==> config.mk <==
export PLATFORM = sky130hd
export DESIGN_NAME = spi_reg_bank
export DESIGN_NICKNAME = d
export VERILOG_FILES = /design/src/rtl/spi_reg_bank.sv
export SDC_FILE = /design/constraint.sdc
export NUM_CORES = 1
export LEC_CHECK = 0
export CORE_MARGIN = 2
export CORE_UTILIZATION = 53
export CTS_CLUSTER_DIAMETER = 30
export CTS_CLUSTER_SIZE = 20
export DETAILED_ROUTE_END_ITERATION = 12
export PLACE_DENSITY_LB_ADDON = 0.08
export SETUP_SLACK_MARGIN = 0.15
export SYNTH_ARGS = -nofsm -noshare
export SYNTH_HDL_FRONTEND = slang
export SYNTH_SLANG_ARGS = --single-unit
==> constraint.sdc <==
create_clock -name theClock -period 4.1 [get_ports theClock]
set_clock_uncertainty 0.1 [all_clocks]
set_input_delay 0.615 -clock theClock [delete_from_list [all_inputs] [get_ports theClock]]
set_output_delay 0.615 -clock theClock [all_outputs]
set_load 0.05 [all_outputs]
==> src/rtl/spi_reg_bank.sv <==
// SPI mode-0 slave giving the PIC access to a bank of R/W control registers
// and read-only status words, with burst auto-increment and frame-error counting.
//
// state  | meaning
// -------+------------------------------------------------------------
// IDLE   | CS high, waiting for a frame
// ADDR   | shifting in W flag + address, MSB first
// LOAD   | snapshot word at current address into the shift register
// DATA   | shifting data in on sdi / out on sdo
// COMMIT | word complete: write if allowed, advance address
module spi_reg_bank #(
    parameter int ADDR_W   = 7,
    parameter int DATA_W   = 16,
    parameter int N_WR     = 4,
    parameter int N_RD     = 8,
    parameter int RD_BASE  = 16,
    parameter bit BURST_EN = 1'b1
) (
    input  logic                     theClock,
    input  logic                     theReset_n,
    input  logic                     spi_clk,
    input  logic                     spi_cs_n,
    input  logic                     spi_sdi,
    output logic                     spi_sdo,
    input  logic [N_RD*DATA_W-1:0]   rd_regs,
    output logic [N_WR*DATA_W-1:0]   wr_regs,
    output logic [N_WR-1:0]          wr_strobe,
    output logic                     busy,
    output logic [7:0]               frame_err
);

    localparam int CNT_W = $clog2(DATA_W + ADDR_W + 2);

    typedef enum logic [2:0] {S_IDLE, S_ADDR, S_LOAD, S_DATA, S_COMMIT} state_t;

    state_t              state, state_nxt;
    logic [1:0]          clk_sync, cs_sync, sdi_sync;
    logic                clk_prev;
    logic                spi_rise, cs_high, sdi_bit;
    logic [CNT_W-1:0]    bit_cnt;
    logic [ADDR_W:0]     hdr, hdr_nxt;
    logic [ADDR_W-1:0]   addr;
    logic                w_flag;
    logic [DATA_W-1:0]   shift_reg, load_word;
    logic                abort;

    // CS synchroniser resets to the deasserted level so reset never looks like a frame start
    always_ff @(posedge theClock or negedge theReset_n) begin
        if (!theReset_n) begin
            clk_sync <= 2'b00;
            cs_sync  <= 2'b11;
            sdi_sync <= 2'b00;
            clk_prev <= 1'b0;
        end else begin
            clk_sync <= {clk_sync[0], spi_clk};
            cs_sync  <= {cs_sync[0], spi_cs_n};
            sdi_sync <= {sdi_sync[0], spi_sdi};
            clk_prev <= clk_sync[1];
        end
    end

    assign spi_rise = clk_sync[1] & ~clk_prev;
    assign cs_high  = cs_sync[1];
    assign sdi_bit  = sdi_sync[1];
    assign hdr_nxt  = {hdr[ADDR_W-1:0], sdi_bit};
    assign spi_sdo  = shift_reg[DATA_W-1];

    always_ff @(posedge theClock or negedge theReset_n) begin
        if (!theReset_n) state <= S_IDLE;
        else             state <= state_nxt;
    end

    always_comb begin
        state_nxt = state;
        if (cs_high) begin
            state_nxt = S_IDLE;
        end else begin
            case (state)
                S_IDLE:   state_nxt = S_ADDR;
                S_ADDR:   if (spi_rise && bit_cnt == CNT_W'(ADDR_W)) state_nxt = S_LOAD;
                S_LOAD:   state_nxt = S_DATA;
                S_DATA:   if (spi_rise && bit_cnt == CNT_W'(DATA_W - 1)) state_nxt = S_COMMIT;
                S_COMMIT: state_nxt = S_LOAD;
                default:  state_nxt = S_IDLE;
            endcase
        end
    end

    always_comb begin
        busy      = (state != S_IDLE);
        abort     = cs_high && (state == S_ADDR || state == S_DATA) && (bit_cnt != '0);
        wr_strobe = '0;
        if (state == S_COMMIT && w_flag) begin
            for (int k = 0; k < N_WR; k++)
                if (addr == ADDR_W'(k)) wr_strobe[k] = 1'b1;
        end
    end

    always_comb begin
        load_word = '0;
        for (int k = 0; k < N_WR; k++)
            if (addr == ADDR_W'(k)) load_word = wr_regs[k*DATA_W +: DATA_W];
        for (int k = 0; k < N_RD; k++)
            if (addr == ADDR_W'(RD_BASE + k)) load_word = rd_regs[k*DATA_W +: DATA_W];
    end

    always_ff @(posedge theClock or negedge theReset_n) begin
        if (!theReset_n) begin
            shift_reg <= '0;
            hdr       <= '0;
            bit_cnt   <= '0;
            addr      <= '0;
            w_flag    <= 1'b0;
            wr_regs   <= '0;
            frame_err <= '0;
        end else begin
            if (abort && frame_err != 8'hFF) frame_err <= frame_err + 8'd1;
            case (state)
                S_IDLE: begin
                    bit_cnt <= '0;
                    hdr     <= '0;
                end
                S_ADDR: if (spi_rise) begin
                    hdr     <= hdr_nxt;
                    bit_cnt <= bit_cnt + 1'b1;
                    if (bit_cnt == CNT_W'(ADDR_W)) begin
                        w_flag <= hdr_nxt[ADDR_W];
                        addr   <= hdr_nxt[ADDR_W-1:0];
                    end
                end
                S_LOAD: begin
                    shift_reg <= load_word;
                    bit_cnt   <= '0;
                end
                S_DATA: if (spi_rise) begin
                    shift_reg <= {shift_reg[DATA_W-2:0], sdi_bit};
                    bit_cnt   <= bit_cnt + 1'b1;
                end
                S_COMMIT: begin
                    for (int k = 0; k < N_WR; k++)
                        if (wr_strobe[k]) wr_regs[k*DATA_W +: DATA_W] <= shift_reg;
                    if (BURST_EN) addr <= addr + 1'b1;
                end
                default: ;
            endcase
        end
    end

endmodule
==> results.md, run 1 <==
- Die X: 123 um
- Post-Syn Area per Cell: 9.42 um^2
- Synthesized Nets: 934
- Worst path slowest cell: clkdlybuf4s50_1
- Synth async-reset ratio: 100%
- Slew margin rel.: 23.8%
- Number of buffers inserted by port buffering: 210
- Die height: 123 um
- Row count: 43
- Hold WS: 0.126 ns
- Crit path DAT: 3.14 ns
- Iter 0 DRT Violations: 1071
- First-pass GRT wire length: 41.8 mm
- Most common flop cell mapped by yosys: dfrtp_1
- Setup TNS: 0 ns
- Top area cells in the synthesized netlist: dfrtp_1, mux2_2, nand2_1, a21oi_1, a221oi_1
- Register Area: 2960 um^2
- Die ar.: 15100 um^2
- Max FFs per register: 64
- Post-CTS sizing: 0
- Pin count of the biggest net entering global routing: 52
- Fin crit share: 94.0%
- Mapped cell area: 7470 um^2
- Final ANT Viol Nets: 0
- Worst Tran Pin Value: 1.14 ns
- Post-CTS setup buffer count: 0
- Worst min-delay path class: in2async
- Library cells used by synthesis: 78
- Initial antenna violation count: 0
- Setup crit end kind: primary output
- EDFF count, synth: 0
- CTS root buf: clkbuf_16
- Pint: 2140 uW
- Filler cell count: 1024
- Pwr/cell area: 285 nW/um^2
- Post-synth top area share: 38.9%
- Unrepaired setup endpoints after global routing: false
- CTS tree: yes
- Net Switching: 776 uW
- CP peak stage delay: 0.81 ns
- Layout cell share with drive strength beyond 1: 14.3%
- Wirelength per Cell: 24.2 um
- Switching share of power: 26.6%
- N_diodes: 0
- Total wire length: 28.3 mm
- Syn Inst Count: 793
- Outcome: finished clean
- Clock share of power: 47.2%
- Setup-failing EPs final: 0
- Fmax: 0.260 GHz
- Kind of critical path: reg2out
- DRC violations left: 0
- DR vias/cell: 6.67
- CTS max path bufs: 2
- Reg power frac: 41.8%
- Crit Path Max Fanout: 23
- Comb pwr share: 11.0%
- Synthesis-stage register bit count: 118
- TritonRoute pass-1 iters: 7
- H-tree depth: 4
- Gr usage total: 37.3%
- Vias: 7801
- DP Wirelength: 20.4 mm
- Max_cap viols: 0
- Setup crit start kind: flop
- Initial core utilization: 54.0%
- Clk_lat worst skew: 0.43 ns
- Post-CTS Hold Buffers: 0
- Gpl congestion: 0.990
- Core Area: 13800 um^2
- CP top delay family: simple AND/OR/NAND/NOR gates
- I/O pins: 211
- Area occupied by multi-input gates: 4110 um^2
- Max VDD drop: 0.530 mV
- Synth warn: 0
- Sequential-to-total area share from yosys stat: 39.6%
- Min cycle time layout: 3.85 ns
- Worst EP required: 3.38 ns
- Layout area overhead: 36.8%
- Leading area contributor after synthesis: dfrtp_1
- WP buf/inv: 1
- Final Hold Viols: 0
- Leak pwr: 0.00418 uW
- Number of global-route vias before repair: 7518
- CTS Buf Count: 17
- # clock sinks: 118
- Fin nets: 1117
- Clk slew on worst S/H paths: 0.06 ns
- Cells along the critical path: or3_1 -> nor2_4 -> and3_1 -> clkdlybuf4s50_1
- Remaining Overflow, GRT: 0
- Slew Viols, Final: 0
## Yosys cell counts, drive strengths merged (7+ instances only)
master / n
a211oi: 15
a21oi: 50
a221oi: 20
a22o: 14
and2: 10
and3: 15
buf: 19
clkbuf: 42
dfrtp: 116
ha: 8
inv: 38
mux2: 62
mux2i: 8
nand2: 68
nand3: 20
nand3b: 18
nand4: 12
nor2: 32
nor2b: 19
nor3: 16
nor3b: 7
nor4b: 7
o2111ai: 11
o211ai: 12
o21ai: 30
o221a: 8
o221ai: 13
o22ai: 10
o31ai: 10
## power by group through the flow
stage                     clock (uW)  sequential [uW]  combinational (uW)
after floorplan                    0             1280                53.6
after global placement             0             1230                 316
after detailed placement           0             1240                 318
after CTS                       1380             1220                 322
after global routing            1440             1220                 338
final                           1380             1220                 322
## cell type report
| cell class | instances | area share (%) |
|---|---|---|
| multi-input combinational | 575 | 40.2 |
| sequential | 118 | 28.9 |
| timing repair buffer | 225 | 21.8 |
| clock buffer | 17 | 4.16 |
| tap | 180 | 2.20 |
| inverter | 39 | 1.43 |
| clock inverter | 15 | 1.20 |
## cells by family (layout without fill, tap and decap cells)
family	count (synthesis)	in the layout	synth area share, %
simple gates	253	253	19.2
compound gates	237	237	23.1
flops	118	118	39.6
buf+inv	100	296	5.56
mux	70	70	10.4
fa+ha+maj	8	8	1.34
xor+xnor	7	7	0.821
## worst reg2reg max path: stages, from the launching register on
cell and delay [ns]:
dfrtp_1 0.42, inv_1 0.16, ha_2 0.40, buf_4 0.53, a221oi_1 0.11, or4_1 0.56, a2111oi_0 0.62, o21a_1 0.18
## through the flow
stage | area [um^2] | utilization, % | setup WS [ns] | cells | total power [uW]
finish | 10200 | 73.9 | 0.248 | 1169 | 2910
detailed placement | 9670 | 69.9 | 0.758 | 1137 | 1560
CTS | 10200 | 73.9 | 0.295 | 1169 | 2920
global placement | 9670 | 69.9 | 0.815 | 1137 | 1550
global route | 10200 | 73.9 | 0.228 | 1169 | 3000
floorplan | 7470 | - | 1.33 | 793 | 1340
## final timing paths
| path | depth (start not counted) | end | startpoint | slack, ns |
|---|---|---|---|---|
| worst max-delay path | 4 | wr_strobe[0] | addr[2] | 0.25 |
| worst min register to register | 0 | clk_sync[1] | clk_sync[0] | 0.25 |
| worst max register to register | 7 | shift_reg[15] | addr[0] | 0.95 |
| min in group theClock | 0 | clk_sync[1] | clk_sync[0] | 0.25 |
| max in group asynchronous | 2 | shift_reg[15] | theReset_n | 2.73 |
| worst min-delay path | 1 | wr_regs[9] | theReset_n | 0.13 |
## layout by cell type, fill, tap and decap left out, types with 12 or more instances in the layout
cell type        instances
a211oi_1                15
dfrtp_1                116
nand4_1                 12
nor3_1                  15
buf_4                   16
nand2_1                 67
clkbuf_16               17
and3_1                  15
o211ai_1                12
mux2_2                  62
a21oi_1                 50
nor2b_1                 19
a221oi_1                19
clkdlybuf4s50_1        207
o221ai_1                13
nand3b_1                18
inv_1                   38
nor2_1                  30
a22o_1                  14
o21ai_0                 29
nand3_1                 18
## routing by layer
metal  share of wire, %  GRT usage [%]  vias to the layer above
li1                   -              -                     3366
met1                 38           46.6                     3791
met2                 47           60.2                      536
met3                 10           7.95                      108
met4                5.1           20.4                        0
met5                  0              0                        -
Power figures use the tool's default switching activity.
==> run 2, diff against run 1 <==
Settings changed: CORE_MARGIN 2 to 3.
==> results.md, run 2 (synthesis results as in run 1) <==
- Gr usage total: 37.6% (+0.27 points)
- Pin count of the biggest net entering global routing: 60 (+15%)
- Fin nets: 1123 (+0.54%)
- Row count: 42 (-2.3%)
- Worst min-delay path class: in2async
- CP peak stage delay: 0.80 ns (about the same)
- WP buf/inv: 1 (unchanged)
- CTS root buf: clkbuf_16
- Post-Layout Inst Area: 10300 um^2 (+0.72%)
- H-tree depth: 4 (unchanged)
- Number of global-route vias before repair: 7913 (+5.3%)
- Comb pwr share: 10.8% (-0.2 points)
- Filler cell count: 907 (-11%)
- Worst path slowest cell: clkdlybuf4s50_1
- Max FFs per register: 64 (unchanged)
- Post-CTS Hold Buffers: 0 (unchanged)
- Iter 0 DRT Violations: 1277 (+19%)
- Setup crit start kind: flop
- Switching share of power: 25.4% (-1.2 points)
- Crit Path Max Fanout: 14 (-39%)
- Pwr/cell area: 293 nW/um^2 (+2.7%)
- # clock sinks: 118 (unchanged)
- Clk_lat worst skew: 0.42 ns (about the same)
- CTS max path bufs: 2 (unchanged)
- Remaining Overflow, GRT: 0 (unchanged)
- N_diodes: 0 (unchanged)
- Kind of critical path: reg2out
- Setup-failing EPs final: 0 (unchanged)
- Post-DP Area: 9710 um^2 (+0.41%)
- Post-CTS setup buffer count: 0 (unchanged)
- Initial core utilization: 55.3% (+1.3 points)
- Layout cell share with drive strength beyond 1: 14.8% (+0.52 points)
- DP Wirelength: 21.3 mm (+4.8%)
- Clk slew on worst S/H paths: 0.06 ns (about the same)
- Final non-filler cell total: 1171 (+0.17%)
- Fmax: 0.267 GHz (+2.8%)
- I/O pins: 211 (unchanged)
- Die height: 125 um (+1.6%)
- Setup crit end kind: primary output
- Die ar.: 15600 um^2 (+3.3%)
- DR vias/cell: 6.78 (+1.6%)
- Min cycle time layout: 3.75 ns (-0.104 ns)
- Fin crit share: 91.4% (-2.5 points)
- Slew Viols, Final: 0 (unchanged)
- Outcome: finished clean
- Core Area: 13500 um^2 (-2.3%)
- Setup TNS: 0 ns (unchanged)
- Total wire length: 29.6 mm (+4.5%)
- Most frequent cells in the layout: clkdlybuf4s50_1, dfrtp_1, nand2_1, mux2_2, a21oi_1
- Reg power frac: 40.4% (-1.4 points)
- Post-CTS sizing: 0 (unchanged)
- Unrepaired setup endpoints after global routing: false
- CTS tree: yes
- CTS Buf Count: 17 (unchanged)
- Max VDD drop: 0.430 mV (-19%)
- WL met3: 3.74 mm (+29%)
- Post-Route M1 WL: 10.7 mm (-0.11%)
- Die X: 125 um (+1.6%)
- Vias: 7939 (+1.8%)
- Register Area: 2960 um^2 (unchanged)
- Final ANT Viol Nets: 0 (unchanged)
- Worst EP required: 3.38 ns (about the same)
- Pint: 2250 uW (+5.2%)
- Crit path DAT: 3.03 ns (-0.11 ns)
- Max_cap viols: 0 (unchanged)
- Slew margin rel.: 14.4% (-9.4 points)
- Cell Count Post-Placement: 1139 (+0.18%)
- WL met2: 13.7 mm (+3.1%)
- Cells along the critical path: or3_1 -> nor2_4 -> and3_1 -> clkdlybuf4s50_1
- Final Hold Viols: 0 (unchanged)
- Net Switching: 766 uW (-1.3%)
- Layout area overhead: 37.8%
- Number of buffers inserted by port buffering: 210 (unchanged)
- Leading cell type in the layout, fill and taps excluded: clkdlybuf4s50_1
- First-pass GRT wire length: 45.4 mm (+8.7%)
- Highest routed layer: met4
- Gpl congestion: 0.992 (+0.19%)
- Clock share of power: 48.9% (+1.7 points)
- Initial antenna violation count: 0 (unchanged)
- Leak pwr: 0.00423 uW (+1.2%)
- DRC violations left: 0 (unchanged)
- TritonRoute pass-1 iters: 6 (-1)
- Area occupied by multi-input gates: 4110 um^2 (unchanged)
- Worst Tran Pin Value: 1.26 ns (+0.121 ns)
- Wirelength per Cell: 25.2 um (+4.3%)
- CP top delay family: simple AND/OR/NAND/NOR gates
- R2R Setup Slk: 1.01 ns (+0.06 ns)
-- run 2: final timing paths --
path / startpoint / endpoint / depth (start not counted)
max: addr[3] / wr_strobe[0] / 4
min: theReset_n / wr_regs[38] / 1
max reg2reg: addr[0] / shift_reg[7] / 8
min reg2reg: clk_sync[0] / clk_sync[1] / 0
max in group asynchronous: theReset_n / wr_regs[63] / 2
min in group theClock: clk_sync[0] / clk_sync[1] / 0
-- run 2: worst reg2reg max path: stages (launching register included) --
cell and delay, ns:
dfrtp_1 0.42, inv_1 0.18, ha_2 0.58, buf_4 0.38, mux2i_1 0.20, nor2_1 0.46, a211oi_1 0.15, o221a_2 0.30
o21ai_0 0.22
-- run 2: final cells by class --
class | count | area share, %
well taps | 176 | 2.14
repair buffers | 231 | 22.1
clock inverters | 15 | 1.52
flip-flops and latches | 118 | 28.7
clock buffers | 17 | 4.13
inverters | 39 | 1.42
multi-input cells | 575 | 39.9
-- run 2: power groups by stage --
stage | Sequential [uW] | Clock (uW) | Combinational [uW]
CTS | 1220 | 1470 | 324
floorplan | 1280 | 0 | 53.6
global route | 1220 | 1530 | 342
finish | 1220 | 1470 | 324
detailed placement | 1240 | 0 | 322
global placement | 1230 | 0 | 315
-- run 2: metal layers --
layer / track usage [%] / up-vias
li1: - / 3387
met1: 47.1 / 3793
met2: 58.9 / 631
met3: 11.1 / 128
met4: 19.3 / 0
met5: 0 / -
-- run 2: through the flow --
stage / total power (uW) / hold slack [ns] / utilization [%] / setup WS (ns)
floorplan: 1340 / 0.219 / - / 1.33
global placement: 1550 / 0.233 / 71.9 / 0.878
detailed placement: 1560 / 0.246 / 71.9 / 0.834
CTS: 3010 / 0.191 / 76.2 / 0.380
global route: 3090 / 0.223 / 76.2 / 0.295
finish: 3020 / 0.159 / 76.2 / 0.352
